--- src/rtl/logic_unit_arbiter.sv ---
// Shares one registered WIDTH-bit bitwise logic unit (AND/OR/XOR/NAND)
// between four requesters under round-robin arbitration. The winner's
// operands and opcode are captured at grant time. The result is returned
// with a one-cycle done pulse. Each operation takes exactly three cycles.
//
// Ports:
//   clk     rising-edge clock
//   rst     synchronous active-high reset
//   req     per-requester level-sensitive request
//   op_a    operand A, requester i at [i*WIDTH +: WIDTH]
//   op_b    operand B, same packing as op_a
//   op_sel  opcode, requester i at [2i +: 2]: 00 AND, 01 OR, 10 XOR, 11 NAND
//   grant   one-hot grant to the current owner, zero when idle
//   result  result of the most recent completed operation
//   done    one-hot, one-cycle completion pulse to the owner
//   busy    high whenever the unit is not idle
module logic_unit_arbiter #(
  parameter int unsigned WIDTH = 8
) (
  input  logic                 clk,
  input  logic                 rst,
  input  logic [3:0]           req,
  input  logic [4*WIDTH-1:0]   op_a,
  input  logic [4*WIDTH-1:0]   op_b,
  input  logic [7:0]           op_sel,
  output logic [3:0]           grant,
  output logic [WIDTH-1:0]     result,
  output logic [3:0]           done,
  output logic                 busy
);

  typedef enum logic [1:0] {
    S_IDLE = 2'd0,
    S_EXEC = 2'd1,
    S_DONE = 2'd2
  } state_t;

  localparam int unsigned NREQ = 4;

  state_t           state_q, state_d;
  logic [1:0]       ptr_q, ptr_d;
  logic [1:0]       win_q, win_d;
  logic [WIDTH-1:0] a_q, a_d;
  logic [WIDTH-1:0] b_q, b_d;
  logic [1:0]       sel_q, sel_d;
  logic [WIDTH-1:0] result_q, result_d;
  logic [3:0]       grant_q, grant_d;
  logic [3:0]       done_q, done_d;

  // Round-robin search: ptr+1, ptr+2, ptr+3, then ptr itself.
  logic [1:0] win_c;
  logic       found_c;
  logic [1:0] idx_c;

  always_comb begin
    win_c   = 2'd0;
    found_c = 1'b0;
    idx_c   = 2'd0;
    for (int unsigned off = 1; off <= NREQ; off++) begin
      idx_c = ptr_q + 2'(off);
      if (!found_c && req[idx_c]) begin
        found_c = 1'b1;
        win_c   = idx_c;
      end
    end
  end

  // Bitwise function of the latched operands.
  logic [WIDTH-1:0] func_c;

  always_comb begin
    func_c = '0;
    unique case (sel_q)
      2'b00:   func_c = a_q & b_q;
      2'b01:   func_c = a_q | b_q;
      2'b10:   func_c = a_q ^ b_q;
      default: func_c = ~(a_q & b_q);
    endcase
  end

  // Next-state and registered-output logic.
  always_comb begin
    state_d  = state_q;
    ptr_d    = ptr_q;
    win_d    = win_q;
    a_d      = a_q;
    b_d      = b_q;
    sel_d    = sel_q;
    result_d = result_q;
    grant_d  = grant_q;
    done_d   = done_q;
    unique case (state_q)
      S_IDLE: begin
        if (found_c) begin
          win_d   = win_c;
          grant_d = 4'b0001 << win_c;
          a_d     = op_a[32'(win_c) * WIDTH +: WIDTH];
          b_d     = op_b[32'(win_c) * WIDTH +: WIDTH];
          sel_d   = op_sel[32'(win_c) * 2 +: 2];
          state_d = S_EXEC;
        end
      end
      S_EXEC: begin
        result_d = func_c;
        done_d   = 4'b0001 << win_q;
        state_d  = S_DONE;
      end
      S_DONE: begin
        done_d  = 4'b0000;
        grant_d = 4'b0000;
        ptr_d   = win_q;
        state_d = S_IDLE;
      end
      default: state_d = S_IDLE;
    endcase
  end

  // State register; reset aborts any operation in flight without a done pulse.
  always_ff @(posedge clk) begin
    if (rst) begin
      state_q  <= S_IDLE;
      ptr_q    <= 2'd3;
      win_q    <= 2'd0;
      a_q      <= '0;
      b_q      <= '0;
      sel_q    <= 2'd0;
      result_q <= '0;
      grant_q  <= 4'b0000;
      done_q   <= 4'b0000;
    end else begin
      state_q  <= state_d;
      ptr_q    <= ptr_d;
      win_q    <= win_d;
      a_q      <= a_d;
      b_q      <= b_d;
      sel_q    <= sel_d;
      result_q <= result_d;
      grant_q  <= grant_d;
      done_q   <= done_d;
    end
  end

  assign grant  = grant_q;
  assign done   = done_q;
  assign result = result_q;
  assign busy   = (state_q != S_IDLE);

endmodule

--- config.mk ---
export PLATFORM = sky130hd
export DESIGN_NAME = logic_unit_arbiter
export DESIGN_NICKNAME = d
export VERILOG_FILES = /design/src/rtl/logic_unit_arbiter.sv
export SDC_FILE = /design/constraint.sdc
export NUM_CORES = 1
export LEC_CHECK = 0
export CAP_MARGIN = 20
export CORE_MARGIN = 8
export CORE_UTILIZATION = 35
export DETAILED_ROUTE_END_ITERATION = 6
export PLACE_DENSITY = 0.78
export SLEW_MARGIN = 20
export SYNTH_ARGS = -nofsm -noshare
export SYNTH_HDL_FRONTEND = slang
export SYNTH_SLANG_ARGS = --single-unit
--- constraint.sdc ---
create_clock -name clk -period 1.8 [get_ports clk]
set_input_delay 0.27 -clock clk [delete_from_list [all_inputs] [get_ports clk]]
set_output_delay 0.27 -clock clk [all_outputs]
set_load 0.03 [all_outputs]
==> metrics <==
largest family of logic cells by synthesized area=compound AO/OA/AOI/OAI gates; synthesized area=around 2500 um^2; post-synthesis compound-gate area fraction=between 20% and 30%; total grt overflow=0; Clock Sinks=40; syn_area_per_cell=8.53 um^2; Peak VDD IR=roughly 0.00044 V; first-pass GRT wire length=roughly 12000 um; largest area contributor in the netlist=dfxtp_1; Area Overhead vs Synth=54.3%; post-synthesis mux area share=8.53%; clk slew on worst S/H paths=roughly 90 ps; Final Hold Fails=0; CTS Buffer Depth=2; Yosys warning count=0; CP arrival=1870 ps; status=finished, final reports clean; Post-DP HPWL=between 6000 and 7000 um; Setup CP Type=reg2reg; xor/xnor share of the synthesized area=0%; vias in the first global route=~2700; I/O Buffers=94; Die Span Y=99.9 um; relative slew slack=between 60% and 70%; WL final=around 7600 um; CTS tree=built; initial DRC count=between 150 and 200; syn_nets=388; CTS Hold Buffers Added=0; clk_lat worst skew=around 290 ps; Worst Hold Class=reg2reg; final core utilization=a little under three fifths; drt wl/cell=15.5 um; Mapped Cells=roughly 290; ant diodes=0; # rows=30; Post-Synth Adder-Cell Area=roughly a tenth; pwr/cell area=a little over 700 nW/um^2; CP startpoint kind=flop; vias per std cell=roughly 5.3; min cycle time layout=1700 ps; Post-Synth Simple-Gate Area=16.5%; Crit Path Max Fanout=9; pin count of the biggest net entering global routing=40; I/O Pins=95; antenna violations before repair=0; initial core utilization=approximately 36%; sequential-to-total area share from yosys stat=32.5%; Worst EP required=approximately 2000 ps; die area=around 10000 um^2; Tot GR Track Use=between 10% and 20%; Die X=between 90 and 100 um; unrepaired setup endpoints after global routing=yes; static leakage=1.51 nW; DR pass1 iterations=6; drt drc=0; root buf cell=clkbuf_8; # setup viols final=0; fin. max-slew vios=0; Antenna Nets Post-Route=0; Synth top area share=roughly 32%; flops & latches, synth=40; routability cong.=about 0.84; max_cap viols=0; final worst path period share=a little over nine tenths; Fin Clk Skew=between 7 and 8 ps; post-synth cell types=30; crit path capture type=flop; Core Box Area=roughly 6800 um^2; final non-filler cell area=about 3800 um^2; most frequent cells in the layout=clkdlybuf4s50_1 (90), nor2_1 (43), dfxtp_1 (38); DR vias=2582; cells taking the most area after synthesis=dfxtp_1 (32%), ha_1 (11%), a222oi_1 (7.3%); Least-Margin Pin Slew=roughly 570 ps; layout cells sized above 1=roughly an eighth; Num CTS Buffers=5; DP Area=roughly 3700 um^2; most common cell after layout, fill and taps aside=clkdlybuf4s50_1; H-tree levels=2; layout net count=between 400 and 500; Max Freq=roughly 590 MHz
==> final timing paths <==
| path | startpoint | endpoint | slack [ps] | depth (start not counted) |
|---|---|---|---|---|
| max | ptr_q[0] | sel_q[1] | 100 | 6 |
| max reg2reg | ptr_q[0] | sel_q[1] | 100 | 6 |
| min | done[3] | done[3] | 470 | 2 |
| min reg2reg | done[3] | done[3] | 470 | 2 |
==> what timing repair did <==
item | 4_1_cts | 5_1_grt
setup buffers | 0 | 0
pin swaps | 2 | 3
hold endpoints to repair | 0 | 0
gates resized for setup | 1 | 8
setup endpoints to repair | 2 | 18
==> critical path, stage by stage (launching register included) <==
cell	delay, ps
dfxtp_2	340
buf_4	140
a22o_1	200
a22o_1	220
buf_4	180
a222oi_1	350
a311oi_1	140
==> report_power, final <==
| group | switching (mW) | internal [mW] |
|---|---|---|
| registers | 0.0965 | 0.987 |
| clock network | 0.329 | 0.311 |
| logic | 0.477 | 0.557 |
| total | 0.903 | 1.85 |
==> registers in the layout (all words and copies together) (netlist names) <==
| name | count |
|---|---|
| a_q | 8 |
| b_q | 8 |
| result | 8 |
| done | 4 |
| grant | 4 |
| ptr_q | 2 |
| sel_q | 2 |
| state_q | 2 |
| win_q | 2 |
==> through the flow <==
stage | instances | hold WS [ps] | worst slack, ps | total power, mW | setup TNS, ps
3_3_place_gp | 482 | 460 | -279 | 2.09 | -4480
5_1_grt | 490 | 503 | -31.1 | 2.95 | -31.8
6_report | 490 | 473 | 95.0 | 2.76 | 0
4_1_cts | 490 | 479 | 1.81 | 2.78 | 0
2_1_floorplan | 289 | 429 | 99.7 | 1.67 | 0
3_5_place_dp | 482 | 465 | -317 | 2.14 | -5430
==> final cells by class <==
cell class / instances / area, um^2
Clock buffer: 6 / 82.6
Sequential cell: 40 / 803
Multi-Input combinational cell: 206 / 1490
Clock inverter: 2 / 15.0
Timing Repair Buffer: 118 / 1210
Fill cell: 606 / 2990
Tap cell: 96 / 120
Inverter: 22 / 82.6
==> Yosys cell counts, drive strengths merged <==
master  number
a22o         2
a211oi       9
buf         10
o21ai        3
dfxtp       40
ha          21
clkbuf      11
nor2        45
nand2b       5
nand2       21
o211ai       1
nand3        2
a222oi      18
mux2         8
a21oi       17
inv         22
nor3b        2
nor3         2
a311oi      18
nor2b       11
o22ai        2
nand4b       1
a22oi        4
mux2i       12
a221oi       2
==> metal layers <==
metal,GRT usage [%],up-vias,wire [um]
li1,-,1269,-
met1,18.0,1213,3190
met2,26.1,91,3670
met3,4.64,9,632
met4,3.84,0,119
met5,0,-,0
==> kinds of logic after synthesis <==
kind of cell	after synthesis
and+or+nand+nor	89
AOI/OAI and AO/OA	76
buffers and inverters	43
DFF	40
adders and majority gates	21
muxes	20
(Power assumes the default switching activity.)
